**config.mk**
```make
export PLATFORM = sky130hd
export DESIGN_NAME = reg_demux1x4
export DESIGN_NICKNAME = d
export VERILOG_FILES = /design/src/rtl/reg_demux1x4.sv
export SDC_FILE = /design/constraint.sdc
export NUM_CORES = 1
export LEC_CHECK = 0
export BUFFER_PORTS_ARGS = -buffer_cell sky130_fd_sc_hd__buf_2
export CAP_MARGIN = 20
export CORE_MARGIN = 5
export CORE_UTILIZATION = 53
export CTS_CLUSTER_DIAMETER = 60
export CTS_CLUSTER_SIZE = 12
export DETAILED_ROUTE_END_ITERATION = 12
export PLACE_DENSITY_LB_ADDON = 0.08
export SLEW_MARGIN = 25
export SYNTH_ARGS = -nofsm -noshare
export SYNTH_HDL_FRONTEND = slang
export SYNTH_HIERARCHICAL = 1
export SYNTH_SLANG_ARGS = --single-unit
```
**constraint.sdc**
```tcl
create_clock -name clk -period 4.2 [get_ports clk]
set_input_delay 0.42 -clock clk [delete_from_list [all_inputs] [get_ports clk]]
set_output_delay 0.42 -clock clk [all_outputs]
set_load 0.01 [all_outputs]
```
**src/rtl/reg_demux1x4.sv**
```systemverilog
// Registered 1-to-4 demultiplexer: one producer stream steered by sel into four
// independent one-entry output buffers, each drained by its own consumer.

module reg_demux1x4_lane #(
  parameter int width = 8
) (
  input  logic             clk,
  input  logic             rst_n,
  input  logic [width-1:0] i_data,
  input  logic             i_load,
  input  logic             i_ready,
  input  logic             i_flush,
  output logic [width-1:0] o_data,
  output logic             o_valid
);

  typedef enum logic {EMPTY = 1'b0, FULL = 1'b1} state_t;

  state_t           r_state;
  state_t           w_state_nxt;
  logic [width-1:0] r_data;

  always_ff @(posedge clk or negedge rst_n) begin
    if (!rst_n) r_state <= EMPTY;
    else        r_state <= w_state_nxt;
  end

  // Flush wins over both drain and load; drain+load keeps the entry full.
  always_comb begin
    w_state_nxt = r_state;
    case (r_state)
      EMPTY:   if (i_load && !i_flush) w_state_nxt = FULL;
      FULL: begin
        if (i_flush)                 w_state_nxt = EMPTY;
        else if (!i_load && i_ready) w_state_nxt = EMPTY;
      end
      default: w_state_nxt = EMPTY;
    endcase
  end

  // Data only moves on an accepted load; it is held through drain and flush.
  always_ff @(posedge clk or negedge rst_n) begin
    if (!rst_n)                  r_data <= '0;
    else if (i_load && !i_flush) r_data <= i_data;
  end

  assign o_data  = r_data;
  assign o_valid = (r_state == FULL);

endmodule

module reg_demux1x4 #(
  parameter int width = 8
) (
  input  logic             clk,
  input  logic             rst_n,
  input  logic [width-1:0] in,
  input  logic [1:0]       sel,
  input  logic             in_valid,
  output logic             in_ready,
  input  logic             flush,
  output logic [width-1:0] out0,
  output logic [width-1:0] out1,
  output logic [width-1:0] out2,
  output logic [width-1:0] out3,
  output logic             valid0,
  output logic             valid1,
  output logic             valid2,
  output logic             valid3,
  input  logic             ready0,
  input  logic             ready1,
  input  logic             ready2,
  input  logic             ready3,
  output logic             busy
);

  localparam int NUM_LANES = 4;

  logic [NUM_LANES-1:0]            w_ready;
  logic [NUM_LANES-1:0]            w_valid;
  logic [NUM_LANES-1:0]            w_load;
  logic [NUM_LANES-1:0][width-1:0] w_data;
  logic                            w_accept;

  assign w_ready = {ready3, ready2, ready1, ready0};

  // Ready looks only at the selected lane, so a stalled lane never blocks others.
  assign in_ready = !flush && (!w_valid[sel] || w_ready[sel]);
  assign w_accept = in_valid && in_ready;

  for (genvar g = 0; g < NUM_LANES; g++) begin : g_lane
    assign w_load[g] = w_accept && (sel == 2'(g));

    reg_demux1x4_lane #(.width(width)) u_lane (
      .clk     (clk),
      .rst_n   (rst_n),
      .i_data  (in),
      .i_load  (w_load[g]),
      .i_ready (w_ready[g]),
      .i_flush (flush),
      .o_data  (w_data[g]),
      .o_valid (w_valid[g])
    );
  end

  assign {out3, out2, out1, out0}         = w_data;
  assign {valid3, valid2, valid1, valid0} = w_valid;
  assign busy                             = |w_valid;

endmodule

```
==> key figures, run 1 <==
STA
  – Number of max-slew violations in the final report: 0
  – Tightest Pin Transition: 0.776 ns
  – Final setup violation count: 0
  – Highest attainable clock frequency: 494 MHz
  – Final-report hold violation count: 0
  – Min Clock Period, post-route: 2.02 ns
  – Clock skew after layout: 0.00565 ns
  – Headroom to the max-slew limit: 0.483
  – Setup repair after global routing missed its margin: false
  – Total negative slack: 0 ns
  – Fraction of the cycle the final worst path needs: 0.482

Clock network
  – Number of resized instances in the post-cts repair step: 0
  – CTS clock-pin slew for the worst setup and hold paths: 0.10 ns
  – Count of clock tree sinks: 36
  – Number of CTS-inserted buffers: 5
  – Insertion delay to the later sink of the worst-skew pair: 0.33 ns
  – Clock tree from TritonCTS: done
  – Count of H-tree levels built during CTS: 2
  – Library cell used as clock root buffer: clkbuf_4
  – Buffers inserted during post-CTS setup optimization: 0
  – Maximum count of clock buffers along a single path: 2
  – Number of hold buffers added after cts: 0

Routing
  – Avg Vias per Cell: 5.24
  – Routed length per placed instance: 16.2 um
  – Total via count in the routed design: 1095
  – DRC marker count from the first detailed-route iteration: 47
  – Pre-antenna DRT Iters: 4
  – DRC violations left: 0
  – Final WL: 3390 um
  – Count of nets left with antenna violations after detail routing: 0

Layout
  – Area used by sequential logic in the layout: 901 sq um
  – Most frequent standard cell in the layout excluding fill and tap cells: buf_2
  – Net count of the finished layout: 183
  – Number of antenna diodes: 0
  – Filler instances: 239
  – Ratio of cells with drive above 1 in the final layout: 0.588
  – Area taken by multi-input logic gates: 689 sq um
  – Most frequent cells in the layout: buf_2, dfrtp_1, mux2_4
  – Area growth, synth to finish: 20.0%
  – Fin util: 0.658
  – Post-route cell area: 1990 sq um

Floorplanning
  – FP Rows: 20
  – Effective utilization at floorplan: 0.549
  – X dimension of the die: 66.0 um
  – Number of top-level design ports: 56
  – Die Y: 66.0 um
  – Die Footprint: 4350 sq um
  – Area of the core: 3030 sq um

GRT
  – Total overflow reported by the global router: 0
  – Total track usage: 0.176
  – Largest net degree at the start of global routing: 37
  – Via count of the first global-routing pass: 1068
  – Antenna violations before repair: 0
  – First-pass GRT wire length: 5620 um

Power
  – Largest vdd supply drop: 0.215 mV
  – Leak: 0.994 nW
  – Power per unit of standard cell area: 444 nW/um^2

Synthesis
  – Yosys warnings: 6
  – Syn Inst Count: 107
  – Net count of the mapped netlist: 125
  – Average cell area after synthesis: 15.5 sq um
  – Cell area after synthesis: 1660 sq um
  – Sequential element share of the synthesized area: 0.542
  – Post-synthesis sequential element count: 36
  – Yosys cell types: 18

Setup path
  – Register-to-register setup slack: 2.31 ns
  – Critical path data arrival time: 1.60 ns
  – Worst-path maximum fanout: 5
  – R2R Path Start: g_lane[0].u_lane/o_valid
  – Kind of end point of the critical path: primary output
  – Class of the most critical setup path: register to primary output
  – FF-to-FF path depth: 3
  – CP startpoint kind: register
  – Worst reg2reg path endpoint: g_lane[0].u_lane/o_data[5]
  – Data required time at the worst endpoint: 3.78 ns

Placed design
  – Post-placement cell area: 1950 sq um
  – Final HPWL from detailed placement: 2390 um
  – GPL Wtd Cong: 0.819
  – Port bufs: 55

Outcome
  – Status: finished clean

Hold path
  – Type of the worst min-delay path: primary input to async pin

Run
  – Maximum Capacitance Violations: 0
## worst max-delay path by stage
stage | startpoint | endpoint | slack [ns] | cells after the start
global route | flush | g_lane[0].u_lane/o_data[0] | 2.05 | 5
global placement | flush | g_lane[0].u_lane/o_data[0] | 2.02 | 5
detailed placement | flush | g_lane[0].u_lane/o_data[0] | 1.97 | 5
finish | g_lane[2].u_lane/o_valid | in_ready | 2.18 | 4
CTS | g_lane[2].u_lane/o_valid | in_ready | 2.20 | 4
floorplan | flush | g_lane[0].u_lane/o_data[0] | 2.40 | 5
## cell usage after synthesis, drive strengths merged
master,n,area (sq um)
nand4b,1,8.76
or4,1,7.51
inv,7,26.3
nand3,1,5.00
nand2b,5,31.3
a311oi,1,8.76
nor3,2,10.0
nand3b,1,7.51
a2111oi,1,8.76
mux2,32,480
or4bb,2,22.5
dfrtp,36,901
o21ai,2,10.0
nor2,2,7.51
nor2b,5,61.3
a21oi,4,20.0
buf,4,45.0
## power by group
part / internal [W] / total [W] / switching [W]
Sequential: 0.000419 / 0.000461 / 0.0000413
Clock: 0.0000616 / 0.000167 / 0.000105
Combinational: 0.000152 / 0.000258 / 0.000106
## layer usage
| layer | up-vias | GRT usage | wire length [um] |
|---|---|---|---|
| li1 | 491 | - | - |
| met1 | 549 | 0.226 | 1470 |
| met2 | 49 | 0.283 | 1670 |
| met3 | 6 | 0.0425 | 207 |
| met4 | 0 | 0.0761 | 41 |
| met5 | - | 0 | 0 |
## registers in the layout, indices dropped and copies added, names as in the netlist
register / flops
g_lane.u_lane/o_valid: 4
g_lane.u_lane/o_data: 32
## worst max-delay path: stages, from the launching register on
cell and delay, ns:
dfrtp_1 0.41, or4bb_1 0.51, nand3_1 0.12, a311oi_1 0.07
buf_2 0.16
## through the flow
step	cells	setup WS, ns	hold slack (ns)	total power [W]
final	209	2.18	0.154	0.000886
after global routing	209	2.05	0.208	0.000943
after CTS	209	2.20	0.166	0.000900
after detailed placement	202	1.97	0.487	0.000728
after global placement	202	2.02	0.491	0.000723
after floorplan	107	2.40	0.124	0.000614
## logic make-up after synthesis
logic type,synth area share
DFF,0.542
AOI/OAI and AO/OA,0.0286
muxes,0.289
and+or+nand+nor,0.0971
buffers and inverters,0.0429
## cell type report
cell class	instances	area share
Sequential cell	36	0.452
Timing Repair Buffer	55	0.138
Clock inverter	1	0.00251
Clock buffer	6	0.0207
Inverter	7	0.0132
Multi-Input combinational cell	60	0.346
Tap cell	44	0.0276
Note: power is estimated with default switching activity, not from simulation.
==> run 2: changes to the inputs <==
Settings changed: CORE_UTILIZATION 53 to 49.
Clock period 4.2 ns to 2 ns, I/O delays scaled along.
==> run 2 against run 1 <==
Critical path type is now register to register. Core utilization decreased by 4.5 points. Largest power group unchanged. Final area increased by 1.8%. First-iteration DRC count increased by 43%. Clock power increased by 140%. Power increased by 120%. Critical path depth decreased by 1. Cell count increased by 2.4%.
==> key figures, run 2 (same netlist as run 1, synthesis figures left out) <==
Clock network
  – Library cell used as clock root buffer: clkbuf_4
  – Count of clock tree sinks: 36 (unchanged)
  – CTS clock-pin slew for the worst setup and hold paths: 0.11 ns (about the same)
  – Buffers inserted during post-CTS setup optimization: 0 (unchanged)
  – Maximum count of clock buffers along a single path: 2 (unchanged)
  – Count of H-tree levels built during CTS: 2 (unchanged)
  – Number of CTS-inserted buffers: 5 (unchanged)
  – Insertion delay to the later sink of the worst-skew pair: 0.33 ns (about the same)
  – Clock tree from TritonCTS: done

Hold path
  – Min-delay src: ready0
  – Type of the worst min-delay path: primary input to register

STA
  – Headroom to the max-slew limit: 0.484 (+0.00126)
  – Total negative slack: 0 ns (unchanged)
  – Fraction of the cycle the final worst path needs: 0.894
  – Final hold slack: 0.132 ns (-0.0214 ns)
  – Highest attainable clock frequency: 559 MHz
  – Fin worst setup slack: 0.212 ns (-1.96 ns)
  – Final setup violation count: 0 (unchanged)
  – Final-report hold violation count: 0 (unchanged)
  – Number of max-slew violations in the final report: 0 (unchanged)
  – Setup repair after global routing missed its margin: false
  – Min Clock Period, post-route: 1.79 ns
  – Clock skew after layout: 0.00566 ns (+0.00000774 ns)
  – Tightest Pin Transition: 0.774 ns (-0.00188 ns)

Floorplanning
  – X dimension of the die: 68.2 um (+3.4%)
  – FP Rows: 21 (+5.0%)
  – Number of top-level design ports: 56 (unchanged)
  – Die Footprint: 4660 sq um (+6.9%)
  – Effective utilization at floorplan: 0.502 (-0.0469)
  – Area of the core: 3310 sq um (+9.3%)
  – Die Y: 68.2 um (+3.4%)

Power
  – Sequential share of power: 0.505 (-0.015)
  – Overall power of the completed layout: 0.00191 W (+120%)
  – Leak: 1.01 nW (+1.9%)
  – Net switching component of the power: 0.000542 W (+110%)
  – Power per unit of standard cell area: 942 nW/um^2 (+110%)
  – Clock Power Share: 0.212 (+0.023)
  – Internal power: 0.00137 W (+120%)
  – Switching share of power: 0.284 (-0.00158)
  – Combinational fraction of design power: 0.283 (-0.008)
  – Largest vdd supply drop: 0.470 mV (+120%)

Routing
  – Total via count in the routed design: 1032 (-5.8%)
  – Count of nets left with antenna violations after detail routing: 0 (unchanged)
  – Pre-antenna DRT Iters: 3 (-1)
  – DRC violations left: 0 (unchanged)
  – Routed length per placed instance: 15.1 um (-6.9%)
  – Avg Vias per Cell: 4.82 (-8.0%)
  – Final WL: 3230 um (-4.6%)
  – DRC marker count from the first detailed-route iteration: 67 (+43%)

Layout
  – Area growth, synth to finish: 22.1%
  – Number of antenna diodes: 0 (unchanged)
  – Filler instances: 295 (+23%)
  – Most frequent cells in the layout: buf_2, dfrtp_1, mux2_4
  – Most frequent standard cell in the layout excluding fill and tap cells: buf_2
  – Ratio of cells with drive above 1 in the final layout: 0.595 (+0.00736)
  – Fin util: 0.613 (-0.0453)
  – Net count of the finished layout: 185 (+1.1%)
  – Flip-flop count of the largest register after layout: 32 (unchanged)

GRT
  – Total overflow reported by the global router: 0 (unchanged)
  – Largest net degree at the start of global routing: 37 (unchanged)
  – Via count of the first global-routing pass: 1043 (-2.3%)
  – Total track usage: 0.152 (-0.0242)
  – Antenna violations before repair: 0 (unchanged)
  – First-pass GRT wire length: 5020 um (-11%)

Setup path
  – Data required time at the worst endpoint: 2.22 ns (-1.56 ns)
  – Kind of end point of the critical path: register
  – Dominant delay contributor by cell family on the critical path: compound AO/OA/AOI/OAI gates
  – Max stage delay cell, worst path: a2111oi_1
  – Class of the most critical setup path: register to register
  – CP startpoint kind: register
  – Worst-path maximum fanout: 8 (+3)
  – Critical path buffer and inverter count: 0 (-1)
  – Critical path data arrival time: 2.01 ns (+0.41 ns)
  – R2R Path Start: g_lane[0].u_lane/o_valid
  – Launching instance or port of the critical path: g_lane[0].u_lane/o_valid
  – Slowest stage delay, CP: 0.48 ns (-0.03 ns)
  – Crit path cell chain: a2111oi_1, nor2b_4, mux2_4

Placed design
  – Port bufs: 55 (unchanged)
  – Worst slack at placement: 0.0551 ns (-1.91 ns)
  – Final HPWL from detailed placement: 2270 um (-4.9%)
  – GPL Wtd Cong: 0.795 (-2.9%)

Run
  – Maximum Capacitance Violations: 0 (unchanged)

Outcome
  – Status: finished clean
[run 2: changes by cell type in the layout (fill, tap and decap cells not counted), sizes merged]
| cell | change |
|---|---|
| buf | +1 |
| clkinv | +1 |
| dlygate4sd3 | +1 |
[run 2: final timing paths]
path                                               to  slack, ns  cells past startpoint
max                        g_lane[0].u_lane/o_data[2]       0.21                      3
min                          g_lane[0].u_lane/o_valid       0.13                      3
max reg2reg                g_lane[0].u_lane/o_data[2]       0.21                      3
min reg2reg                g_lane[2].u_lane/o_data[7]       0.52                      1
max in group asynchronous  g_lane[0].u_lane/o_data[2]       1.02                      2
min in group asynchronous  g_lane[3].u_lane/o_data[0]       0.48                      2
[run 2: cell type report]
class / count / area, sq um / share of cell area
sequential: 36 / 901 / 0.444
timing repair buffer: 57 / 293 / 0.144
inverter: 7 / 26.3 / 0.0129
multi-input combinational: 60 / 691 / 0.340
tap: 46 / 57.6 / 0.0284
clock buffer: 6 / 51.3 / 0.0253
clock inverter: 2 / 10.0 / 0.00493
[run 2: per-stage QoR]
stage                     instances  area (sq um)
after floorplan                 107          1660
after global placement          205          1960
after detailed placement        205          1960
after CTS                       214          2030
after global routing            214          2030
final                           214          2030
[run 2: worst min-delay path, cell delays in order]
cell and delay (ns):
buf_2 0.09, nand2b_1 0.09, a21oi_1 0.06
[run 2: layer usage]
metal / vias to the layer above / share of wire / GRT usage
li1: 489 / - / -
met1: 502 / 0.46 / 0.194
met2: 36 / 0.44 / 0.226
met3: 5 / 0.086 / 0.0591
met4: 0 / 0.018 / 0.0720
met5: - / 0 / 0
[run 2: timing repair]
action | CTS | global route
hold endpoints to repair | 36 | 0
endpoints found under the setup margin | 0 | 8
resized for setup | 0 | 1
hold buffers | 1 | 0
[run 2: power by group through the flow]
stage          Combinational, W  Sequential (W)  Clock [W]
6_report               0.000541        0.000966   0.000405
5_1_grt                0.000584        0.000988   0.000447
4_1_cts                0.000551        0.000969   0.000417
3_5_place_dp           0.000549        0.000977          0
3_3_place_gp           0.000545        0.000976          0
2_1_floorplan          0.000240         0.00105          0
==> run 3: changes to the inputs <==
Settings changed: GPL_TIMING_DRIVEN set to 0, SETUP_SLACK_MARGIN set to 0.5.
==> run 3 against run 2 <==
Routed wire length up 10%. Global-route usage increased by 0.97 points. Register-to-register slack improved by 0.15 ns. Sequential share of layout area down 3.5 points. Clock skew rose by 0.0037 ns. Die area unchanged. Core utilization is 5.3 points higher. Sequential power is essentially flat. Count of clock-buffer cells in the layout unchanged. Clock power up 22%. Final area is 8.7% higher.
==> key figures, run 3 (same netlist as run 1, synthesis figures left out) <==
Floorplanning
  – Die Footprint: 4660 sq um (unchanged)
  – Number of top-level design ports: 56 (unchanged)
  – Effective utilization at floorplan: 0.502 (unchanged)
  – X dimension of the die: 68.2 um (unchanged)
  – FP Rows: 21 (unchanged)
  – Die Y: 68.2 um (unchanged)
  – Area of the core: 3310 sq um (unchanged)

GRT
  – First-pass GRT wire length: 5350 um (+6.5%)
  – Largest net degree at the start of global routing: 37 (unchanged)
  – Via count of the first global-routing pass: 1087 (+4.2%)
  – Total track usage: 0.162 (+0.00966)
  – Total overflow reported by the global router: 0 (unchanged)
  – Antenna violations before repair: 0 (unchanged)

Setup path
  – Critical path data arrival time: 1.46 ns (-0.55 ns)
  – Max stage delay cell, worst path: or4_1
  – CP startpoint kind: register
  – Slowest stage delay, CP: 0.52 ns (+0.04 ns)
  – Class of the most critical setup path: register to primary output
  – Crit path cell chain: or4_1, buf_2
  – Worst-path maximum fanout: 4 (-4)
  – Kind of end point of the critical path: primary output
  – Data required time at the worst endpoint: 1.80 ns (-0.42 ns)

Power
  – Largest vdd supply drop: 0.650 mV (+38%)
  – Leak: 1.09 nW (+7.9%)
  – Power per unit of standard cell area: 917 nW/um^2 (-2.7%)
  – Overall power of the completed layout: 0.00202 W (+5.8%)

Routing
  – Count of nets left with antenna violations after detail routing: 0 (unchanged)
  – Pre-antenna DRT Iters: 2 (-1)
  – Final WL: 3560 um (+10%)
  – DRC violations left: 0 (unchanged)
  – Avg Vias per Cell: 4.92 (+2.0%)
  – Total via count in the routed design: 1112 (+7.8%)
  – DRC marker count from the first detailed-route iteration: 40 (-40%)
  – Routed length per placed instance: 15.7 um (+4.2%)

Layout
  – Most frequent cells in the layout: buf_2, dfrtp_1, mux2_4
  – Number of antenna diodes: 0 (unchanged)
  – Most frequent standard cell in the layout excluding fill and tap cells: buf_2
  – Number of standard cells in the final layout excluding fillers: 226 (+5.6%)
  – Net count of the finished layout: 197 (+6.5%)
  – Area growth, synth to finish: 32.8%
  – Ratio of cells with drive above 1 in the final layout: 0.656 (+0.0603)
  – Fin util: 0.666 (+0.0533)
  – Filler instances: 275 (-6.8%)
  – Area taken by multi-input logic gates: 731 sq um (+5.8%)
  – Flip-flop count of the largest register after layout: 32 (unchanged)
  – Area used by sequential logic in the layout: 902 sq um (+0.14%)

Clock network
  – CTS clock-pin slew for the worst setup and hold paths: 0.11 ns (about the same)
  – Library cell used as clock root buffer: clkbuf_4
  – Clock tree from TritonCTS: done
  – Number of CTS-inserted buffers: 5 (unchanged)
  – Maximum count of clock buffers along a single path: 2 (unchanged)
  – Insertion delay to the later sink of the worst-skew pair: 0.33 ns (about the same)
  – Count of H-tree levels built during CTS: 2 (unchanged)
  – Count of clock tree sinks: 36 (unchanged)

STA
  – Min Clock Period, post-route: 1.66 ns (-0.126 ns)
  – Setup repair after global routing missed its margin: true
  – Number of max-slew violations in the final report: 0 (unchanged)
  – Final hold slack: 0.116 ns (-0.0160 ns)
  – Clock skew after layout: 0.00940 ns (+0.00374 ns)
  – Final setup violation count: 0 (unchanged)
  – Tightest Pin Transition: 0.786 ns (+0.0120 ns)
  – Final-report hold violation count: 0 (unchanged)
  – Total negative slack: 0 ns (unchanged)
  – Fraction of the cycle the final worst path needs: 0.831 (-0.0629)
  – Headroom to the max-slew limit: 0.476 (-0.00801)
  – Highest attainable clock frequency: 602 MHz (+7.6%)

Placed design
  – Final HPWL from detailed placement: 2400 um (+5.5%)
  – Port bufs: 55 (unchanged)
  – Placed Instances: 208 (+1.5%)
  – GPL Wtd Cong: 0.726 (-8.7%)

Run
  – Maximum Capacitance Violations: 0 (unchanged)

Outcome
  – Status: finished clean

Hold path
  – Type of the worst min-delay path: primary input to register
[run 3: cell count changes in the layout (fill, tap and decap cells not counted), sizes merged]
cell	previous run	this run
buf	56	68
bufinv	0	1
clkinv	2	1
[run 3: per-stage QoR]
step	instance area [sq um]	setup slack, ns
after detailed placement	2010	0.182
after global routing	2210	0.265
after global placement	2010	0.201
after CTS	2140	0.319
final	2210	0.338
after floorplan	1680	0.509
[run 3: critical path, delay by kind of cell (launching register included)]
family	cells	cell delay (ns)
and+or+nand+nor	1	0.52
DFF	1	0.46
buffers and inverters	1	0.15
[run 3: path summary, 6_finish.rpt]
check / startpoint / endpoint / slack [ns] / cells past startpoint
setup / recovery: g_lane[0].u_lane/o_valid / busy / 0.34 / 2
hold / removal: ready0 / g_lane[0].u_lane/o_valid / 0.12 / 3
setup reg to reg: g_lane[0].u_lane/o_valid / g_lane[0].u_lane/o_data[4] / 0.36 / 4
hold reg to reg: g_lane[1].u_lane/o_data[5] / g_lane[1].u_lane/o_data[5] / 0.52 / 1
max in group asynchronous: rst_n / g_lane[0].u_lane/o_valid / 1.00 / 2
min in group asynchronous: rst_n / g_lane[0].u_lane/o_valid / 0.47 / 2
[run 3: final cells by class]
type	count	share of cell area
inverters	7	0.0119
plain buffers	4	0.0272
well taps	46	0.0261
clock inverters	2	0.0159
flip-flops and latches	36	0.409
multi-input cells	60	0.331
repair buffers	65	0.160
clock buffers	6	0.0187
[run 3: report_power, final]
group	switching, W	internal, W
combinational	0.000231	0.000332
sequential	0.0000868	0.000881
clock	0.000231	0.000262
total	0.000549	0.00147
[run 3: repair_timing]
| item | 4_1_cts | 5_1_grt |
|---|---|---|
| pin swaps | 3 | 2 |
| setup buffers | 3 | 6 |
| hold buffers | 1 | 0 |
| resized for setup | 4 | 7 |
| endpoints found under the hold margin | 36 | 0 |
| endpoints found under the setup margin | 26 | 34 |
[run 3: layer usage]
layer | vias up | part of all wire | track usage
li1 | 518 | - | -
met2 | 35 | 0.51 | 0.264
met5 | - | 0 | 0
met4 | 0 | 0.015 | 0.0720
met3 | 7 | 0.066 | 0.0591
met1 | 552 | 0.41 | 0.190
